**src/rtl/decode_packet_pkg.sv**
```systemverilog
// Shared flit format and frame constants for the lane packet encoder/decoder pair.
package decode_packet_pkg;

  localparam int unsigned DATA_WIDTH        = 1024;
  localparam int unsigned ADDR_WIDTH        = 10;
  localparam int unsigned DATA_DFX_WIDTH    = DATA_WIDTH + ADDR_WIDTH;
  localparam int unsigned AURORA_DATA_WIDTH = 256;
  localparam int unsigned NUMBER_PACKET     = 5;

  localparam int unsigned SRC_LSB       = 0;
  localparam int unsigned SRC_WIDTH     = 2;
  localparam int unsigned PKT_NUM_LSB   = 2;
  localparam int unsigned PKT_NUM_WIDTH = 5;
  localparam int unsigned TTL_LSB       = 7;
  localparam int unsigned TTL_WIDTH     = 2;
  localparam int unsigned HEADER_WIDTH  = 9;
  localparam int unsigned PAYLOAD_WIDTH = AURORA_DATA_WIDTH - HEADER_WIDTH;

  // Bits carried by the final flit of a frame.
  localparam int unsigned LAST_WIDTH = DATA_DFX_WIDTH - (NUMBER_PACKET - 1) * PAYLOAD_WIDTH;

  localparam logic [PKT_NUM_WIDTH-1:0] LAST_PKT    = PKT_NUM_WIDTH'(NUMBER_PACKET - 1);
  localparam logic [TTL_WIDTH-1:0]     DEFAULT_TTL = 2'd3;

  typedef enum logic [1:0] {
    StIdle    = 2'd0,
    StCollect = 2'd1,
    StDone    = 2'd2
  } state_e;

endpackage

```
**src/rtl/decode_packet_if.sv**
```systemverilog
// Flit receive and DFX word handshake bundle; slave is the decoder, master its environment.
interface decode_packet_if;
  import decode_packet_pkg::*;

  logic                         decode_valid;
  logic [AURORA_DATA_WIDTH-1:0] data_recv;
  logic                         decode_ready;
  logic                         dfx_valid;
  logic                         dfx_ready;
  logic [DATA_DFX_WIDTH-1:0]    data_dfx_recv;
  logic [SRC_WIDTH-1:0]         recv_src_router;
  logic [TTL_WIDTH-1:0]         recv_ttl;
  logic                         seq_err;

  modport master (
    output decode_valid, data_recv, dfx_ready,
    input  decode_ready, dfx_valid, data_dfx_recv, recv_src_router, recv_ttl, seq_err
  );

  modport slave (
    input  decode_valid, data_recv, dfx_ready,
    output decode_ready, dfx_valid, data_dfx_recv, recv_src_router, recv_ttl, seq_err
  );

endinterface

```
**src/rtl/decode_packet.sv**
```systemverilog
// Reassembles NUMBER_PACKET Aurora flits into one DFX word with header sequence checking.
// Define DECODE_PKT_ERR_CNT_EN to add the saturating header-error counter output err_cnt.
module decode_packet
  import decode_packet_pkg::*;
(
  input  logic           clk,
  input  logic           rst,
  decode_packet_if.slave bus
`ifdef DECODE_PKT_ERR_CNT_EN
  ,
  output logic [15:0]    err_cnt
`endif
);

  state_e                    r_state, w_state_d;
  logic [PKT_NUM_WIDTH-1:0]  r_expected, w_expected_d;
  logic [DATA_DFX_WIDTH-1:0] r_data;
  logic [SRC_WIDTH-1:0]      r_src;
  logic [TTL_WIDTH-1:0]      r_ttl;
  logic                      r_seq_err, w_seq_err_d;
  logic                      w_accept, w_store, w_new_frame;

  logic [SRC_WIDTH-1:0]      w_src;
  logic [PKT_NUM_WIDTH-1:0]  w_pkt;
  logic [TTL_WIDTH-1:0]      w_ttl;
  logic [PAYLOAD_WIDTH-1:0]  w_payload;

  assign w_src     = bus.data_recv[SRC_LSB +: SRC_WIDTH];
  assign w_pkt     = bus.data_recv[PKT_NUM_LSB +: PKT_NUM_WIDTH];
  assign w_ttl     = bus.data_recv[TTL_LSB +: TTL_WIDTH];
  assign w_payload = bus.data_recv[HEADER_WIDTH +: PAYLOAD_WIDTH];

  // Held low while reset is asserted even though the state already reads idle.
  assign bus.decode_ready = (r_state != StDone) && !rst;
  assign w_accept         = bus.decode_valid && bus.decode_ready;

  always_comb begin
    w_state_d    = r_state;
    w_expected_d = r_expected;
    w_seq_err_d  = 1'b0;
    w_store      = 1'b0;
    w_new_frame  = 1'b0;
    unique case (r_state)
      StIdle: begin
        if (w_accept) begin
          if (w_pkt == '0) begin
            w_store      = 1'b1;
            w_new_frame  = 1'b1;
            w_expected_d = PKT_NUM_WIDTH'(1);
            w_state_d    = StCollect;
          end else begin
            w_seq_err_d = 1'b1;
          end
        end
      end
      StCollect: begin
        if (w_accept) begin
          if (w_pkt == r_expected && w_src == r_src) begin
            w_store      = 1'b1;
            w_expected_d = r_expected + PKT_NUM_WIDTH'(1);
            if (w_pkt == LAST_PKT) w_state_d = StDone;
          end else begin
            w_seq_err_d = 1'b1;
            if (w_pkt == '0) begin
              // A fresh flit 0 restarts the frame instead of being dropped.
              w_store      = 1'b1;
              w_new_frame  = 1'b1;
              w_expected_d = PKT_NUM_WIDTH'(1);
            end else begin
              w_expected_d = '0;
              w_state_d    = StIdle;
            end
          end
        end
      end
      StDone: begin
        if (bus.dfx_ready) begin
          w_expected_d = '0;
          w_state_d    = StIdle;
        end
      end
      default: begin
        w_expected_d = '0;
        w_state_d    = StIdle;
      end
    endcase
  end

  always_ff @(posedge clk or posedge rst) begin
    if (rst) begin
      r_state    <= StIdle;
      r_expected <= '0;
      r_seq_err  <= 1'b0;
    end else begin
      r_state    <= w_state_d;
      r_expected <= w_expected_d;
      r_seq_err  <= w_seq_err_d;
    end
  end

  always_ff @(posedge clk or posedge rst) begin
    if (rst) begin
      r_data <= '0;
      r_src  <= '0;
      r_ttl  <= '0;
    end else begin
      if (w_store) begin
        for (int k = 0; k < NUMBER_PACKET - 1; k++) begin
          if (w_pkt == PKT_NUM_WIDTH'(k)) r_data[k*PAYLOAD_WIDTH +: PAYLOAD_WIDTH] <= w_payload;
        end
        if (w_pkt == LAST_PKT) r_data[DATA_DFX_WIDTH-1 -: LAST_WIDTH] <= w_payload[LAST_WIDTH-1:0];
      end
      if (w_new_frame) begin
        r_src <= w_src;
        r_ttl <= w_ttl;
      end
    end
  end

`ifdef DECODE_PKT_ERR_CNT_EN
  logic [15:0] r_err_cnt;

  always_ff @(posedge clk or posedge rst) begin
    if (rst) begin
      r_err_cnt <= '0;
    end else if (w_seq_err_d && r_err_cnt != 16'hFFFF) begin
      r_err_cnt <= r_err_cnt + 16'd1;
    end
  end

  assign err_cnt = r_err_cnt;
`endif

  assign bus.dfx_valid       = (r_state == StDone);
  assign bus.data_dfx_recv   = r_data;
  assign bus.recv_src_router = r_src;
  assign bus.recv_ttl        = r_ttl;
  assign bus.seq_err         = r_seq_err;

endmodule

```
**src/flat_wrapper.sv**
```systemverilog
// flat-port wrapper written by rule: the top's interface ports become plain ports
module decode_packet_flat import decode_packet_pkg::*;
  (clk, rst, bus_decode_valid, bus_data_recv, bus_dfx_ready, bus_decode_ready, bus_dfx_valid, bus_data_dfx_recv, bus_recv_src_router, bus_recv_ttl, bus_seq_err);
  decode_packet_if bus_i ();
  input  logic clk;
  input  logic rst;
  input wire logic [$bits(bus_i.decode_valid)-1:0] bus_decode_valid;
  input wire logic [$bits(bus_i.data_recv)-1:0] bus_data_recv;
  input wire logic [$bits(bus_i.dfx_ready)-1:0] bus_dfx_ready;
  output wire logic [$bits(bus_i.decode_ready)-1:0] bus_decode_ready;
  output wire logic [$bits(bus_i.dfx_valid)-1:0] bus_dfx_valid;
  output wire logic [$bits(bus_i.data_dfx_recv)-1:0] bus_data_dfx_recv;
  output wire logic [$bits(bus_i.recv_src_router)-1:0] bus_recv_src_router;
  output wire logic [$bits(bus_i.recv_ttl)-1:0] bus_recv_ttl;
  output wire logic [$bits(bus_i.seq_err)-1:0] bus_seq_err;
  assign bus_i.decode_valid = bus_decode_valid;
  assign bus_i.data_recv = bus_data_recv;
  assign bus_i.dfx_ready = bus_dfx_ready;
  assign bus_decode_ready = bus_i.decode_ready;
  assign bus_dfx_valid = bus_i.dfx_valid;
  assign bus_data_dfx_recv = bus_i.data_dfx_recv;
  assign bus_recv_src_router = bus_i.recv_src_router;
  assign bus_recv_ttl = bus_i.recv_ttl;
  assign bus_seq_err = bus_i.seq_err;
  decode_packet u_core (.clk(clk), .rst(rst), .bus(bus_i));
endmodule
```
**config.mk**
```make
export PLATFORM = sky130hd
export DESIGN_NAME = decode_packet_flat
export DESIGN_NICKNAME = d
export VERILOG_FILES = /design/src/rtl/decode_packet_pkg.sv /design/src/rtl/decode_packet_if.sv /design/src/rtl/decode_packet.sv /design/src/flat_wrapper.sv
export SDC_FILE = /design/constraint.sdc
export NUM_CORES = 2
export LEC_CHECK = 0
export ABC_AREA = 1
export CAP_MARGIN = 25
export CORE_AREA = 2 2 500 502
export DETAILED_ROUTE_END_ITERATION = 6
export DIE_AREA = 0 0 502 504
export PLACE_DENSITY = 0.46
export SYNTH_ARGS = -nofsm -noshare
export SYNTH_HDL_FRONTEND = slang
export SYNTH_SLANG_ARGS = --single-unit
```
**constraint.sdc**
```tcl
create_clock -name clk -period 40.2 [get_ports clk]
set_input_delay 8.04 -clock clk [delete_from_list [all_inputs] [get_ports clk]]
set_output_delay 8.04 -clock clk [all_outputs]
set_load 0.03 [all_outputs]
```
Word level (Yosys, flattened, before mapping):

Index checks and enable logic that the tools add are counted.

* logic and storage cells: 67
* bits in registers: 1046
* input port bits: 260
* output and inout port bits: 1041

* reduce and logical (&&, ||, !) cells: 13
* equal/unequal tests: 15
* mux-type cells: 28
* add/sub/neg operators: 1

Operators by type and width (number)
* $mux 5: 5
* $pmux 5 s3: 1
* $mux 2: 7
* $mux 1: 11
* $eq 5x2->1 const B: 2
* $reduce_and 2->1: 5
* $ne 2x1->1 const B: 3
* $pmux 1 s2: 3
* $pmux 2 s3: 1
* $reduce_and 6->1: 1
* $add 5x1->5 const B: 1
* $eq 5x1->1 const B: 1
* $eq 5x3->1 const B: 1
* $eq 5x5->1: 1
* $logic_not 5->1: 1
* $ne 2x2->1 const B: 2
* $reduce_and 4->1: 1
* $logic_and 1x1->1: 3
* $ne 3x2->1 const B: 1
* $ne 3x3->1 const B: 1
* $eq 2x1->1 const B: 1
* $eq 2x2->1: 1
* $eq 2x2->1 const B: 1
* $logic_not 2->1: 1
* $logic_not 1->1: 1

Logic depth before layout (Yosys ltp):

* depth after elaboration: 6
* gate-level depth with buffers: 12
* depth with buffers taken out: 10

Worst setup path before layout:

OpenSTA, ideal clock, no wires.

* kind: input to register
* from: input rst
* to: register u_core.r_data[1000] (netlist: u_core.bus.data_dfx_recv[1000])
* arrival: 33.315 ns
* path slack: 6.767 ns
* setup time: 0.118 ns
* buffers on the path: 2
* stages: 10
* required time: 40.082 ns
* path through: inv_1 > nand3_1 > inv_2 > nand3_1 > nand2_2 > buf_6 > nand2_2 > buf_2 > nand2_1 > nand2_1

* longest elaborated chain between the ends: 6
* elaborated cells between the ends (all ways): 7
* those cells by class: 3 x mux; 4 x reduce/logical

RTL lines
* start, declared: RTL line flat_wrapper.sv:6 `input logic rst;`
* $logic_not 1->1 (*): RTL line decode_packet.sv:34 `assign bus.decode_ready = (r_state != StDone) && !rst;`
* $logic_and 1x1->1 (*): RTL line decode_packet.sv:34
* $logic_and 1x1->1 (*): RTL line decode_packet.sv:35 `assign w_accept = bus.decode_valid && bus.decode_ready;`
* $mux 1, on equally long branches: RTL line decode_packet.sv:57, decode_packet.sv:45
* $pmux 1 s2 (*): RTL line decode_packet.sv:43 `unique case (r_state)`
* $reduce_and 2->1 (no line) (*)
* end signal, assigned by index: RTL line decode_packet.sv:109 `if (w_pkt == PKT_NUM_WIDTH'(k)) r_data[k*PAYLOAD_WIDTH +: PAYLOAD_WIDTH] <= w_payload;`
* end signal, assigned by index: RTL line decode_packet.sv:111 `if (w_pkt == LAST_PKT) r_data[DATA_DFX_WIDTH-1 -: LAST_WIDTH] <= w_payload[LAST_WIDTH-1:0];`
* end, declared: RTL line decode_packet.sv:17 `logic [DATA_DFX_WIDTH-1:0] r_data;`

Mark *: on every way between the ends. The rest lies on a longest branch, timed or not.
A chain may end at the register's enable or synchronous reset.

Worst setup path in the final report:

* from: input rst
* to: output bus_decode_ready

* longest elaborated chain between the ends: 2

RTL lines
* $logic_not 1->1: RTL line decode_packet.sv:34
* $logic_and 1x1->1: RTL line decode_packet.sv:34
* end, declared: RTL line flat_wrapper.sv:10 `output wire logic [$bits(bus_i.decode_ready)-1:0] bus_decode_ready;`

Every way passes these cells.

==> summary.txt <==
Outcome
  • Status: finished clean

Clocking
  • # resized after CTS: 0
  • Post-CTS Setup Bufs: 0
  • Cts bufs inserted: 130
  • Clock transition at path regs: roughly 0.05 ns
  • H-tree depth: 4
  • Clock sinks: 1046
  • TritonCTS clock tree: built
  • CTS Buffer Depth: 3
  • Hold_buf cts: 0
  • Root Driver: clkbuf_16
  • Clk_lat worst skew: 0.77 ns

Finish
  • Synthesis-to-layout area growth: 50.9%
  • Design area: around 62000 sq um
  • Layout cell share with drive strength beyond 1: 0.0974
  • Fin nets: 5531

Worst setup path
  • Critical Path Sink: bus_decode_ready
  • Setup crit end kind: primary output
  • Critical path cell sequence: clkdlybuf4s50_1 > nor2_1 > clkdlybuf4s50_1
  • Reg2reg path depth: 10
  • R2R Path Start: u_core.r_state[1]
  • R2R Setup Slk: between 30 and 40 ns
  • Slowest stage cell, crit path: clkdlybuf4s50_1
  • Critical Path RT: 32.16 ns
  • Startpoint types: primary input
  • WS Path Type: in -> out
  • CP most frequent cell: clkdlybuf4s50_1
  • Critical path launch point: rst
  • Max incr delay on CP: 0.71 ns
  • Crit path DAT: 9.48 ns
  • R2R Path End: u_core.bus.data_dfx_recv[973]
  • Peak fanout along the critical path: 2

Floorplan
  • Initial Utilization: 0.165
  • Die width: between 500 and 600 microns
  • Core area: around 250000 sq um
  • Die Ht: 504 microns
  • IO Pins: 1301
  • Rows: approximately 180
  • Die area: 253000 sq um

Place
  • Dpl cell area: 57100 sq um
  • IO buf count: 1300
  • Post-DP HPWL: 147 mm
  • GPL Wtd Cong: 0.851

Timing
  • Unrepaired setup endpoints after global routing: false
  • Fin crit period: 17.52 ns
  • Clock Skew: about 0.039 ns
  • Worst slew margin relative to its limit: 0.219
  • Setup tns final: 0 ns
  • Worst slew pin tran: 1.17 ns
  • Period utilization: 0.436
  • Max-slew violations: 0
  • Endpoints failing setup: 0
  • Final Hold Viols: 0
  • Max Fclk: around 57 MHz

Global routing
  • Number of global-route vias before repair: 35400
  • GRT Total Usage: 0.157
  • GRT overflow: 0
  • Initial antenna violation count: 47
  • Global-route wire length before repair: between 200 and 300 mm
  • Largest net degree at the start of global routing: 157

Synthesis
  • Most numerous cell in the Yosys netlist: nand2_1
  • Synth Warn #: 0
  • Top_reg_cell synth: dfrtp_1
  • Post-Syn Area: 40800 sq um
  • Post-synth top area share: 0.642
  • Sequential area share after synthesis: 0.642
  • Synth area leader: dfrtp_1
  • Mean post-synth cell area: 10.0 sq um
  • Yosys reg bits: 1046
  • Post-synthesis net count: approximately 4300
  • Post-synth EDFFs: 0
  • Most frequent cells after synthesis: nand2_1 (1623), dfrtp_1 (1046), nand3_1 (806)
  • Post-synthesis cell count: 4063
  • Synth unique cells: 21
  • Synth async-reset ratio: 1.00
  • Top post-synthesis cells by area: dfrtp_1 (64%), nand2_1 (15%), nand3_1 (9.9%)

Routing
  • 1st-pass router iterations: 5
  • Via-to-Cell Ratio: between 4 and 5
  • Initial DRC Count: around 2600
  • DR DRC count: 0
  • Via Count: 35100
  • Wirelength per Cell: around 24 microns
  • Final WL: 205 mm
  • Final ANT Viol Nets: 0

Pwr
  • Comb pwr share: 0.147
  • Int Power: 0.00197 W
  • Share of power burned in registers: 0.415
  • P_sw: approximately 0.00078 W
  • Sw Ratio: 0.285
  • Peak supply drop: 0.0329 mV
  • Pwr Density: 44.7 nW/um^2
  • Clock share of power: 0.438
  • Leakage: 29.7 nW

Flow run
  • Max-cap violations: 0

Min path
  • Hold crit path type: reg -> reg
-- cell usage in the layout, fill, tap and decap left out --
| cell type | Yosys | final |
|---|---|---|
| buf_12 | 0 | 3 |
| buf_16 | 0 | 2 |
| buf_4 | 18 | 55 |
| bufinv_16 | 0 | 6 |
| clkbuf_1 | 78 | 34 |
| clkbuf_16 | 0 | 133 |
| clkbuf_8 | 0 | 24 |
| clkdlybuf4s50_1 | 0 | 1300 |
| clkinv_16 | 0 | 3 |
| clkinv_2 | 0 | 14 |
| clkinv_8 | 0 | 4 |
| clkinvlp_4 | 0 | 6 |
| dfrtp_1 | 1046 | 1046 |
| diode_2 | 0 | 8 |
| ha_1 | 1 | 1 |
| inv_1 | 12 | 11 |
| inv_16 | 0 | 3 |
| inv_2 | 7 | 7 |
| inv_6 | 0 | 4 |
| inv_8 | 0 | 1 |
| mux2_2 | 247 | 247 |
| nand2_1 | 1623 | 1620 |
| nand2_4 | 0 | 4 |
| nand2_8 | 0 | 1 |
| nand3_1 | 806 | 805 |
| nand3_4 | 0 | 1 |
| nand4_1 | 1 | 1 |
| nor2_1 | 18 | 17 |
| nor2_2 | 1 | 1 |
| nor2_4 | 0 | 1 |
| nor3_1 | 1 | 1 |
| nor3_4 | 0 | 3 |
| o21ai_0 | 4 | 4 |
| xnor2_1 | 4 | 4 |
| xor2_1 | 2 | 2 |
-- kinds of logic after synthesis --
logic type / share of synthesized area
AO/OA/AOI/OAI: 0.000491
XOR/XNOR: 0.00129
flip-flops: 0.642
AND/OR/NAND/NOR: 0.252
adder cells (fa/ha/maj): 0.000307
multiplexers: 0.0682
buffers and inverters: 0.0358
-- critical path, delay by kind of cell --
| kind | cells | cell delay [ns] |
|---|---|---|
| simple gates | 1 | 0.21 |
| buf+inv | 2 | 1.23 |
-- power groups by stage --
stage                     Sequential (W)  Combinational (W)  Clock (W)
after floorplan                  0.00127          0.0000775          0
after global placement           0.00116           0.000408          0
after detailed placement         0.00116           0.000407          0
after CTS                        0.00114           0.000409    0.00125
after global routing             0.00115           0.000424    0.00129
final                            0.00114           0.000404    0.00120
-- area by class of cell --
class / count / area (sq um)
Sequential cell: 1046 / 26200
Clock buffer: 191 / 3790
Clock inverter: 40 / 546
Fill cell: 26400 / 186000
Inverter: 19 / 78.8
Antenna cell: 8 / 20.0
Tap cell: 3330 / 4170
Timing Repair Buffer: 1360 / 13500
Multi-Input combinational cell: 2713 / 13200
-- state kept, by name, indices dropped and copies added, names as in the netlist --
register / count
u_core.bus.data_dfx_recv: 1034
u_core.r_state: 2
u_core.r_expected: 5
u_core.bus.recv_ttl: 2
u_core.bus.seq_err: 1
u_core.bus.recv_src_router: 2
-- how the worst min path moves through the flow --
stage | cells past startpoint | from | slack [ns] | to
6_report | 2 | u_core.bus.data_dfx_recv[268] | 0.47 | u_core.bus.data_dfx_recv[268]
2_1_floorplan | 2 | u_core.r_expected[1] | 0.52 | u_core.r_expected[1]
4_1_cts | 2 | u_core.bus.data_dfx_recv[533] | 0.47 | u_core.bus.data_dfx_recv[533]
3_3_place_gp | 2 | u_core.bus.data_dfx_recv[951] | 0.45 | u_core.bus.data_dfx_recv[951]
3_5_place_dp | 2 | u_core.bus.data_dfx_recv[742] | 0.46 | u_core.bus.data_dfx_recv[742]
5_1_grt | 2 | u_core.bus.data_dfx_recv[278] | 0.48 | u_core.bus.data_dfx_recv[278]
-- per-stage QoR --
stage / setup WS, ns / util / hold slack, ns / total power [W] / std cells
after floorplan: 2.70 / - / 0.515 / 0.00135 / 4063
after global placement: 22.63 / 0.231 / 0.454 / 0.00156 / 8466
after detailed placement: 22.69 / 0.231 / 0.457 / 0.00157 / 8466
after CTS: 22.69 / 0.248 / 0.472 / 0.00280 / 8697
after global routing: 22.61 / 0.248 / 0.482 / 0.00286 / 8702
final: 22.68 / 0.249 / 0.466 / 0.00275 / 8707
-- per-layer routing --
metal  share of wire  wire length, microns  GRT usage
met1            0.40                 81600      0.188
met2            0.47                 96600      0.257
met3            0.10                 21000     0.0627
met4           0.030                  6090     0.0494
met5         0.00059                   122          0
No activity file was read; power rests on OpenSTA's default activity.
